--- src/rtl/fetch_queue_pkg.sv ---
// Shared front-end types: the decode-side NOP encoding and the {pc, instr} entry
// carried from fetch into the FetchDecode pipeline register.
package fetch_queue_pkg;

   localparam int unsigned CPU_DATA_W = 16;
   localparam int unsigned CPU_ADDR_W = 16;

   localparam logic [CPU_DATA_W-1:0] NOP_INSTR = 16'h0000;

   typedef struct packed {
      logic [CPU_ADDR_W-1:0] pc;
      logic [CPU_DATA_W-1:0] instr;
   } fetch_entry_t;

endpackage

--- src/rtl/fetch_queue_if.sv ---
// Fetch-queue bus: decode-side control, ROM address/data and the head-of-queue outputs.
interface fetch_queue_if #(
   parameter int unsigned DATA_W = 16,
   parameter int unsigned ADDR_W = 16
);
   logic              stall;
   logic              flush;
   logic [ADDR_W-1:0] flush_target;
   logic [ADDR_W-1:0] rom_address;
   logic [DATA_W-1:0] rom_q;
   logic              instr_valid;
   logic [DATA_W-1:0] instr_out;
   logic [ADDR_W-1:0] pc_out;

   modport master (
      output stall, flush, flush_target, rom_q,
      input  rom_address, instr_valid, instr_out, pc_out
   );

   modport slave (
      input  stall, flush, flush_target, rom_q,
      output rom_address, instr_valid, instr_out, pc_out
   );
endinterface

--- src/rtl/fetch_queue_chk.sv ---
// Runtime checks for the fetch queue: the credit rule must never let a ROM
// return land on a full FIFO.
module fetch_queue_chk (
   input logic clk_i,
   input logic reset_ni,
   input logic push_i,
   input logic full_i
);
   a_no_push_when_full: assert property (@(posedge clk_i) disable iff (!reset_ni)
      !(push_i && full_i))
      else $error("fetch_queue: ROM return pushed into a full FIFO");
endmodule

--- src/rtl/fetch_queue_sync_fifo.sv ---
// Generic synchronous FIFO with occupancy count and a one-cycle clear.
// DEPTH must be a power of two so the pointers wrap naturally.
module fetch_queue_sync_fifo #(
   parameter int unsigned WIDTH = 32,
   parameter int unsigned DEPTH = 4
) (
   input  logic                     clk_i,
   input  logic                     reset_ni,
   input  logic                     clear_i,
   input  logic                     push_i,
   input  logic                     pop_i,
   input  logic [WIDTH-1:0]         wdata_i,
   output logic [WIDTH-1:0]         rdata_o,
   output logic [$clog2(DEPTH):0]   count_o,
   output logic                     empty_o,
   output logic                     full_o
);
   localparam int unsigned PTR_W = $clog2(DEPTH);
   localparam logic [PTR_W:0] FULL_CNT = (PTR_W+1)'(DEPTH);

   logic [WIDTH-1:0] mem_q [DEPTH];
   logic [PTR_W-1:0] wr_ptr_q;
   logic [PTR_W-1:0] rd_ptr_q;
   logic [PTR_W:0]   count_q;
   logic             do_push_s;
   logic             do_pop_s;

   assign empty_o   = (count_q == '0);
   assign full_o    = (count_q == FULL_CNT);
   assign count_o   = count_q;
   assign rdata_o   = mem_q[rd_ptr_q];
   assign do_pop_s  = pop_i && !empty_o;
   // A write into a full FIFO is only accepted when the head leaves on the same edge.
   assign do_push_s = push_i && (!full_o || do_pop_s);

   always_ff @(posedge clk_i) begin
      if (!reset_ni || clear_i) begin
         wr_ptr_q <= '0;
         rd_ptr_q <= '0;
         count_q  <= '0;
      end else begin
         if (do_push_s) wr_ptr_q <= wr_ptr_q + 1'b1;
         if (do_pop_s)  rd_ptr_q <= rd_ptr_q + 1'b1;
         case ({do_push_s, do_pop_s})
            2'b10:   count_q <= count_q + 1'b1;
            2'b01:   count_q <= count_q - 1'b1;
            default: count_q <= count_q;
         endcase
      end
   end

   always_ff @(posedge clk_i) begin
      if (do_push_s && !clear_i) mem_q[wr_ptr_q] <= wdata_i;
   end
endmodule

--- src/rtl/fetch_queue.sv ---
// Instruction prefetch queue: issues sequential ROM reads, tags them with their PC,
// and buffers returns so decode stalls never force a re-fetch.
module fetch_queue
   import fetch_queue_pkg::*;
#(
   parameter int unsigned       DATA_W   = 16,
   parameter int unsigned       ADDR_W   = 16,
   parameter int unsigned       DEPTH    = 4,
   parameter int unsigned       ROM_LAT  = 1,
   parameter logic [ADDR_W-1:0] RESET_PC = '0
) (
   input logic          clk_i,
   input logic          reset_ni,
   fetch_queue_if.slave bus
);
   localparam int unsigned CNT_W = $clog2(DEPTH) + 1;
   localparam int unsigned SUM_W = CNT_W + 1;
   localparam logic [SUM_W-1:0] DEPTH_L = SUM_W'(DEPTH);

   logic [ADDR_W-1:0]              fetch_pc_q, fetch_pc_d;
   logic [ROM_LAT-1:0]             tag_vld_q, tag_vld_d;
   logic [ROM_LAT-1:0][ADDR_W-1:0] tag_pc_q, tag_pc_d;

   logic [CNT_W-1:0]         occ_s;
   logic [CNT_W-1:0]         inflight_s;
   logic [SUM_W-1:0]         credit_s;
   logic                     issue_s;
   logic                     push_s;
   logic                     pop_s;
   logic                     empty_s;
   logic                     full_s;
   logic [ADDR_W+DATA_W-1:0] head_s;

   // Count reads still travelling through the ROM.
   always_comb begin
      inflight_s = '0;
      for (int i = 0; i < ROM_LAT; i++) begin
         inflight_s = inflight_s + CNT_W'(tag_vld_q[i]);
      end
   end

   // Credit uses pre-edge occupancy, so a pop in this cycle is not yet counted as free space.
   assign credit_s = {1'b0, occ_s} + {1'b0, inflight_s};
   assign issue_s  = !bus.flush && (credit_s < DEPTH_L);
   assign push_s   = tag_vld_q[ROM_LAT-1];
   assign pop_s    = !empty_s && !bus.stall;

   // Next fetch PC and tag pipeline; flush drops every in-flight tag.
   always_comb begin
      fetch_pc_d = fetch_pc_q;
      tag_vld_d  = '0;
      tag_pc_d   = '0;
      if (bus.flush) begin
         fetch_pc_d = bus.flush_target;
      end else begin
         if (issue_s) begin
            tag_vld_d[0] = 1'b1;
            tag_pc_d[0]  = fetch_pc_q;
            fetch_pc_d   = fetch_pc_q + 1'b1;
         end else begin
            tag_vld_d[0] = 1'b0;
            tag_pc_d[0]  = '0;
         end
         for (int i = 1; i < ROM_LAT; i++) begin
            tag_vld_d[i] = tag_vld_q[i-1];
            tag_pc_d[i]  = tag_pc_q[i-1];
         end
      end
   end

   // Fetch PC and tag registers.
   always_ff @(posedge clk_i) begin
      if (!reset_ni) begin
         fetch_pc_q <= RESET_PC;
         tag_vld_q  <= '0;
         tag_pc_q   <= '0;
      end else begin
         fetch_pc_q <= fetch_pc_d;
         tag_vld_q  <= tag_vld_d;
         tag_pc_q   <= tag_pc_d;
      end
   end

   fetch_queue_sync_fifo #(
      .WIDTH (ADDR_W + DATA_W),
      .DEPTH (DEPTH)
   ) u_fifo (
      .clk_i    (clk_i),
      .reset_ni (reset_ni),
      .clear_i  (bus.flush),
      .push_i   (push_s),
      .pop_i    (pop_s),
      .wdata_i  ({tag_pc_q[ROM_LAT-1], bus.rom_q}),
      .rdata_o  (head_s),
      .count_o  (occ_s),
      .empty_o  (empty_s),
      .full_o   (full_s)
   );

   fetch_queue_chk u_chk (
      .clk_i    (clk_i),
      .reset_ni (reset_ni),
      .push_i   (push_s && !bus.flush),
      .full_i   (full_s)
   );

   assign bus.rom_address = fetch_pc_q;
   assign bus.instr_valid = !empty_s;

   // Head entry is masked to NOP / PC 0 whenever the queue is empty.
   always_comb begin
      bus.instr_out = DATA_W'(NOP_INSTR);
      bus.pc_out    = '0;
      if (!empty_s) begin
         bus.instr_out = head_s[DATA_W-1:0];
         bus.pc_out    = head_s[ADDR_W+DATA_W-1:DATA_W];
      end else begin
         bus.instr_out = DATA_W'(NOP_INSTR);
         bus.pc_out    = '0;
      end
   end
endmodule

--- src/flat_wrapper.sv ---
// flat-port wrapper written by rule: the top's interface ports become plain ports
module fetch_queue_flat import fetch_queue_pkg::*;
#(
   parameter int unsigned       DATA_W   = 16,
   parameter int unsigned       ADDR_W   = 16,
   parameter int unsigned       DEPTH    = 4,
   parameter int unsigned       ROM_LAT  = 1,
   parameter logic [ADDR_W-1:0] RESET_PC = '0
)
  (clk_i, reset_ni, bus_stall, bus_flush, bus_flush_target, bus_rom_q, bus_rom_address, bus_instr_valid, bus_instr_out, bus_pc_out);
  fetch_queue_if #(.DATA_W(DATA_W), .ADDR_W(ADDR_W)) bus_i ();
  input logic clk_i;
  input logic reset_ni;
  input wire logic [$bits(bus_i.stall)-1:0] bus_stall;
  input wire logic [$bits(bus_i.flush)-1:0] bus_flush;
  input wire logic [$bits(bus_i.flush_target)-1:0] bus_flush_target;
  input wire logic [$bits(bus_i.rom_q)-1:0] bus_rom_q;
  output wire logic [$bits(bus_i.rom_address)-1:0] bus_rom_address;
  output wire logic [$bits(bus_i.instr_valid)-1:0] bus_instr_valid;
  output wire logic [$bits(bus_i.instr_out)-1:0] bus_instr_out;
  output wire logic [$bits(bus_i.pc_out)-1:0] bus_pc_out;
  assign bus_i.stall = bus_stall;
  assign bus_i.flush = bus_flush;
  assign bus_i.flush_target = bus_flush_target;
  assign bus_i.rom_q = bus_rom_q;
  assign bus_rom_address = bus_i.rom_address;
  assign bus_instr_valid = bus_i.instr_valid;
  assign bus_instr_out = bus_i.instr_out;
  assign bus_pc_out = bus_i.pc_out;
  fetch_queue #(.DATA_W(DATA_W), .ADDR_W(ADDR_W), .DEPTH(DEPTH), .ROM_LAT(ROM_LAT), .RESET_PC(RESET_PC)) u_core (.clk_i(clk_i), .reset_ni(reset_ni), .bus(bus_i));
endmodule
--- config.mk ---
export PLATFORM = sky130hd
export DESIGN_NAME = fetch_queue_flat
export DESIGN_NICKNAME = d
export VERILOG_FILES = /design/src/rtl/fetch_queue_pkg.sv /design/src/rtl/fetch_queue_if.sv /design/src/rtl/fetch_queue_chk.sv /design/src/rtl/fetch_queue_sync_fifo.sv /design/src/rtl/fetch_queue.sv /design/src/flat_wrapper.sv
export SDC_FILE = /design/constraint.sdc
export NUM_CORES = 1
export LEC_CHECK = 0
export ABC_AREA = 1
export BUFFER_PORTS_ARGS = -buffer_cell sky130_fd_sc_hd__buf_2
export CAP_MARGIN = 15
export CORE_MARGIN = 2
export CORE_UTILIZATION = 35
export DETAILED_ROUTE_END_ITERATION = 10
export GPL_TIMING_DRIVEN = 0
export PLACE_DENSITY = 0.62
export SKIP_LAST_GASP = 1
export SYNTH_ARGS = -nofsm -noshare
export SYNTH_HDL_FRONTEND = slang
export SYNTH_SLANG_ARGS = --single-unit
--- constraint.sdc ---
create_clock -name clk_i -period 2.7 [get_ports clk_i]
set_clock_uncertainty 0.05 [all_clocks]
set_input_delay 0.135 -clock clk_i [delete_from_list [all_inputs] [get_ports clk_i]]
set_output_delay 0.135 -clock clk_i [all_outputs]
set_load 0.03 [all_outputs]
==> results of run 1 <==
metrics by stage:
step	cells	worst slack [ns]	total power, mW
2_1_floorplan	657	0.185	3.20
3_3_place_gp	1006	-1.08	3.35
3_5_place_dp	1010	0.627	3.36
4_1_cts	1072	0.404	5.88
5_1_grt	1072	0.295	6.05
6_report	1072	0.454	5.85
per-layer routing:
| metal | global-route usage, % | vias to the layer above | wire [um] |
|---|---|---|---|
| li1 | - | 2499 | - |
| met1 | 19.6 | 2264 | 7030 |
| met2 | 26.2 | 152 | 7760 |
| met3 | 3.78 | 7 | 854 |
| met4 | 4.65 | 0 | 90 |
| met5 | 0 | - | 0 |
final timing paths:
kind	from	to	cells past startpoint	slack (ns)
worst max-delay path	u_core.u_fifo.count_o[0]	bus_instr_out[10]	6	0.45
worst min register to register	u_core.u_fifo.rd_ptr_q[0]	u_core.u_fifo.rd_ptr_q[0]	1	0.43
worst min-delay path	bus_flush_target[13]	u_core.bus.rom_address[13]	5	0.02
worst max register to register	u_core.u_fifo.count_o[0]	u_core.u_fifo.mem_q[0][23]	7	0.68
cells in the final DEF (no fill, tap or decap), types with 2 or more instances in the layout:
cell,n
inv_6,4
nand3_1,16
buf_6,2
buf_2,93
nor2_1,152
nand2_1,66
edfxtp_1,128
clkinv_2,2
nand4_1,3
inv_1,43
a21oi_1,46
nor2_2,13
clkinv_4,2
buf_12,3
o21ai_1,3
dlygate4sd3_1,30
clkbuf_16,17
bufinv_16,3
nand2_2,5
a31oi_1,6
inv_8,2
dfxtp_1,42
ha_1,5
buf_1,2
xor2_1,4
inv_2,4
o21ai_0,77
nor2_4,7
clkbuf_1,16
cells by family after synthesis:
kind of cell | count (synthesis) | share of synthesized area [%]
buffers and inverters | 77 | 4.59
AND/OR/NAND/NOR | 266 | 16.2
flip-flops | 170 | 67.7
XOR/XNOR | 4 | 0.506
AO/OA/AOI/OAI | 134 | 9.88
adder cells (fa/ha/maj) | 6 | 1.19
sequential cells by signal (all words and copies together), names as in the netlist, named ones only:
name,count
u_core.u_fifo.wr_ptr_q,2
u_core.bus.rom_address,16
u_core.push_s,1
u_core.u_fifo.rd_ptr_q,2
u_core.u_fifo.count_o,3
u_core.tag_pc_q,16
u_core.u_fifo.mem_q,128
synth_stat cells (all sizes together):
cell type	instances	area [um2]
edfxtp	128	3840
xor2	4	35.0
clkbuf	15	56.3
nand3	16	80.1
inv	48	183
a31oi	6	37.5
a22oi	1	7.51
dfxtp	42	841
or2	1	6.26
nand2	71	279
o21ai	80	400
fa	1	20.0
nand4	3	18.8
clkinv	1	3.75
nor2	173	721
nor3	2	15.0
a21oi	47	239
buf	13	75.1
ha	5	62.6
power by group through the flow:
stage	logic (mW)	registers, mW	clock network [mW]
after global routing	0.494	2.89	2.67
final	0.452	2.89	2.52
after CTS	0.455	2.88	2.54
after floorplan	0.234	2.96	0
after global placement	0.408	2.94	0
after detailed placement	0.420	2.94	0
worst register-to-register path: cells and delay by family, from the launching register on:
| kind | cells | cell delay (ns) |
|---|---|---|
| simple gates | 5 | 1.00 |
| buf+inv | 2 | 0.32 |
| flops | 1 | 0.35 |
cell type report:
cell class | instances | area (um2) | area share (%)
Inverter | 49 | 186 | 2.14
Multi-Input combinational cell | 410 | 1950 | 22.4
Tap cell | 265 | 332 | 3.81
Buffer | 28 | 131 | 1.51
Clock buffer | 18 | 429 | 4.93
Timing Repair Buffer | 118 | 808 | 9.28
Clock inverter | 14 | 183 | 2.10
Sequential cell | 170 | 4680 | 53.8
what timing repair did:
item | in CTS | in global routing
endpoints found under the hold margin | 76 | 0
buffers inserted | 0 | 0
hold buffers | 30 | 0
==> impl_metrics.json, run 1 <==
{
  "internal_power_mw": 4.47,
  "switchingPower_mw": 1.38,
  "cts_resized": 0,
  "overflow": 0,
  "clk_latency_ns": 0.42,
  "routabilityCongestion": 0.813,
  "start_util_pct": 35.6,
  "cts_tree": "built",
  "yosysWarnings": 0,
  "arrival_ns": 2.06,
  "slew_violations": 0,
  "synthCells": 657,
  "fin_util_pct": 44.7,
  "rsz0062_at_grt": "false",
  "clk_pin_slew_ns": 0.06,
  "ant_nets": 0,
  "fmax_mhz": 445,
  "ioPinCount": 85,
  "cellPowerDensity_nw_per_um2": 673,
  "portBuffers": 84,
  "htree_levels": 4,
  "cts_buffers": 17,
  "drc": 0,
  "end_kind": "output port",
  "n_fill_cell": 1805,
  "pwr-share-seq_pct": 49.3,
  "clkSinkCount": 170,
  "worstPathRequired_ns": 2.52,
  "p_comb_share_pct": 7.7,
  "crit_fanout": 10,
  "hp-class": "input port to flop",
  "critPathBufInv": 3,
  "rows": 51,
  "yosysSeqAreaShare_pct": 67.7,
  "setup_viol": 0,
  "core_um2": 19500,
  "final_nets": 836,
  "cp-start-kind": "flop",
  "finalHoldViolCount": 0,
  "grt_pass1_vias": 4647,
  "grt_usage_pct": 15.5,
  "fin_crit_ns": 2.25,
  "syn_area_um2": 6920,
  "post-route-period-util_pct": 83.2,
  "syn_area_per_cell_um2": 10.5,
  "outcome": "finished clean",
  "clk_path_buf_depth": 2,
  "vias": 4922,
  "ir_drop_v": 0.000480,
  "drtIter0Drc": 276,
  "area_growth_pct": 25.7,
  "clkPwrFrac_pct": 43.0,
  "syn-num-nets": 699,
  "yosysUniqueCellTypes": 30,
  "path_delay_family": "buffers and inverters",
  "postPlaceCellArea_um2": 7790,
  "crit_path_max_incr_delay_ns": 0.49,
  "p_leak_nw": 3.34,
  "worst_slew_pin_slew_ns": 0.618,
  "firstDrtPassIters": 4,
  "cpMaxStageDelayCell": "clkbuf_1",
  "avgRoutedWirePerCell_um": 14.7,
  "die_x_um": 145,
  "diodes": 0,
  "path_cells": "nor2_1 -> nand2_1 -> inv_1 -> clkbuf_1 -> a21oi_1 -> buf_2",
  "vias_per_cell": 4.59,
  "die_height_um": 145,
  "crit_type": "flop to output port",
  "dp_hpwl_um": 10100,
  "antenna_found_initial": 0,
  "ys_ff_latch": 170,
  "max_slew_margin_pct": 58.7,
  "dieArea_um2": 20900,
  "ctsRootBufferMaster": "clkbuf_16",
  "final_cell_area_um2": 8710,
  "grt_max_degree": 25,
  "cap_violations": 0,
  "swShare_pct": 23.6,
  "drt_wl_total_um": 15700,
  "grt_pass1_wl_um": 24000,
  "timing.hold.ws_ns": 0.0241,
  "drive_gt1_share_pct": 20.3,
  "setup_tns_ns": 0
}
Note: power is estimated with default switching activity, not from simulation.
==> run 2, diff against run 1 <==
--- a/config.mk
+++ b/config.mk
@@ -12,7 +12,7 @@
 export CORE_UTILIZATION = 35
 export DETAILED_ROUTE_END_ITERATION = 10
 export GPL_TIMING_DRIVEN = 0
-export PLACE_DENSITY = 0.62
+export PLACE_DENSITY = 0.6
 export SKIP_LAST_GASP = 1
 export SYNTH_ARGS = -nofsm -noshare
 export SYNTH_HDL_FRONTEND = slang
==> constraint.sdc (replaced) <==
create_clock -name clk_i -period 2.07 [get_ports clk_i]
set_clock_uncertainty 0.05 [all_clocks]
set_input_delay 0.1035 -clock clk_i [delete_from_list [all_inputs] [get_ports clk_i]]
set_output_delay 0.1035 -clock clk_i [all_outputs]
set_load 0.03 [all_outputs]
==> impl_metrics.json, run 2 (synthesis gave the netlist of run 1 again) <==
{
  "ioPinCount": 85,
  "hp-class": "input port to flop",
  "vias": 4934,
  "grt_pass1_vias": 4734,
  "timing.hold.ws_ns": 0.0190,
  "clk_path_buf_depth": 2,
  "fmax_mhz": 512,
  "rows": 51,
  "drive_gt1_share_pct": 23.2,
  "ctsRootBufferMaster": "clkbuf_16",
  "layout_common_cells": "nor2_1 (152), edfxtp_1 (128), buf_2 (80), o21ai_0 (77), nand2_1 (66)",
  "internal_power_mw": 5.53,
  "switchingPower_mw": 1.89,
  "crit_type": "flop to output port",
  "p_leak_nw": 3.40,
  "clk_pin_slew_ns": 0.07,
  "clkSinkCount": 170,
  "arrival_ns": 1.80,
  "crit_fanout": 10,
  "grt_usage_pct": 15.5,
  "pwr-share-seq_pct": 50.8,
  "cap_violations": 0,
  "r2r_cells": 7,
  "area_growth_pct": 27.6,
  "worst_slew_pin_slew_ns": 0.576,
  "grt_max_degree": 26,
  "ir_drop_v": 0.000657,
  "finalHoldViolCount": 0,
  "cellPowerDensity_nw_per_um2": 839,
  "dp_hpwl_um": 10300,
  "fin_crit_ns": 1.95,
  "crit_path_max_incr_delay_ns": 0.36,
  "p_comb_share_pct": 8.2,
  "grt_pass1_wl_um": 24200,
  "largest_register": "u_core.u_fifo.mem_q",
  "routabilityCongestion": 0.807,
  "worstPathRequired_ns": 1.92,
  "cts_buffers": 17,
  "portBuffers": 84,
  "avgRoutedWirePerCell_um": 14.6,
  "final_common_cell": "nor2_1",
  "antenna_found_initial": 0,
  "slew_violations": 0,
  "start_util_pct": 35.6,
  "drtIter0Drc": 276,
  "cp-start-kind": "flop",
  "swShare_pct": 25.5,
  "fin_util_pct": 45.4,
  "core_um2": 19500,
  "die_x_um": 145,
  "worstHoldPathCells": 5,
  "drt_wl_total_um": 15800,
  "dieArea_um2": 20900,
  "final-instance-count-excl-fill": 1078,
  "overflow": 0,
  "largest_register_ffs": 128,
  "clk_latency_ns": 0.43,
  "cpMostUsedCell": "nor2_1",
  "clkPwrFrac_pct": 41.1,
  "drc": 0,
  "firstDrtPassIters": 5,
  "cpMaxStageDelayCell": "dfxtp_2",
  "vias_per_cell": 4.58,
  "dpl.cell_count": 1010,
  "rsz0062_at_grt": "false",
  "path_cells": "clkbuf_4 -> buf_6 -> nor2_1 -> nor2_1 -> o21ai_0 -> a21oi_1 -> buf_2",
  "max_slew_margin_pct": 61.4,
  "final_nets": 842,
  "die_height_um": 145,
  "end_kind": "output port",
  "diodes": 0,
  "cts_tree": "built",
  "setup_viol": 0,
  "post-route-period-util_pct": 94.4,
  "outcome": "finished clean",
  "ant_nets": 0,
  "htree_levels": 4
}
## run 2: changes by cell type in the layout (fill, tap and decap cells not counted), moves of 3 or more
cell	previous run	this run
buf_2	93	80
clkbuf_1	16	2
clkbuf_2	0	9
bufinv_16	3	0
inv_8	2	5
a21oi_2	1	4
buf_6	2	8
buf_4	0	14
a21oi_1	46	43
## run 2: worst max-delay path: cells and delay by family (launching register included)
family | cells | cell delay [ns]
DFF | 1 | 0.36
buffers and inverters | 3 | 0.58
AOI/OAI and AO/OA | 2 | 0.30
and+or+nand+nor | 2 | 0.12
## run 2: layout make-up
cell class                 instances  area (um2)
fill                            1837       10600
clock inverter                    15         153
clock buffer                      17         425
buffer                            28         198
multi-input combinational        410        1960
timing repair buffer             124         893
tap                              265         332
sequential                       170        4690
inverter                          49         188
## run 2: per-stage QoR
| step | TNS, ns | setup WS [ns] | cell area [um2] | power, mW |
|---|---|---|---|---|
| 2_1_floorplan | -56.96 | -0.445 | 6920 | 4.17 |
| 3_3_place_gp | -203.43 | -1.63 | 7680 | 4.37 |
| 3_5_place_dp | 0 | 0.00768 | 7790 | 4.38 |
| 4_1_cts | -0.0236 | -0.0236 | 8750 | 7.47 |
| 5_1_grt | 0 | 0.00794 | 8840 | 7.71 |
| 6_report | 0 | 0.117 | 8840 | 7.42 |
## run 2: per-layer routing
| layer | wire length, um | vias up | track usage [%] |
|---|---|---|---|
| met3 | 912 | 18 | 3.49 |
| li1 | - | 2511 | - |
| met5 | 0 | - | 0 |
| met4 | 284 | 0 | 5.98 |
| met1 | 7140 | 2264 | 20.0 |
| met2 | 7420 | 141 | 25.6 |
## run 2: worst paths after layout
kind	from	end	slack [ns]
worst max-delay path	flop	bus_pc_out[9]	0.12
worst max register to register	u_core.u_fifo.count_o[0]	u_core.u_fifo.mem_q[3][22]	0.21
worst min-delay path	bus_flush_target[15]	u_core.bus.rom_address[15]	0.02
worst min register to register	u_core.u_fifo.rd_ptr_q[1]	flop	0.42
## run 2: power groups by stage
| stage | Sequential [mW] | Clock, mW | Combinational [mW] |
|---|---|---|---|
| 2_1_floorplan | 3.87 | 0 | 0.306 |
| 3_3_place_gp | 3.84 | 0 | 0.530 |
| 3_5_place_dp | 3.84 | 0 | 0.546 |
| 4_1_cts | 3.76 | 3.10 | 0.604 |
| 5_1_grt | 3.77 | 3.27 | 0.670 |
| 6_report | 3.76 | 3.05 | 0.607 |
## run 2: repair_timing
item                                    4_1_cts  5_1_grt
buffers inserted                              0        3
hold endpoints to repair                     77        0
pin swaps                                     1        4
gates cloned                                  0        1
gates resized for setup                      29       28
endpoints found under the setup margin       32       69
hold buffers                                 32        0
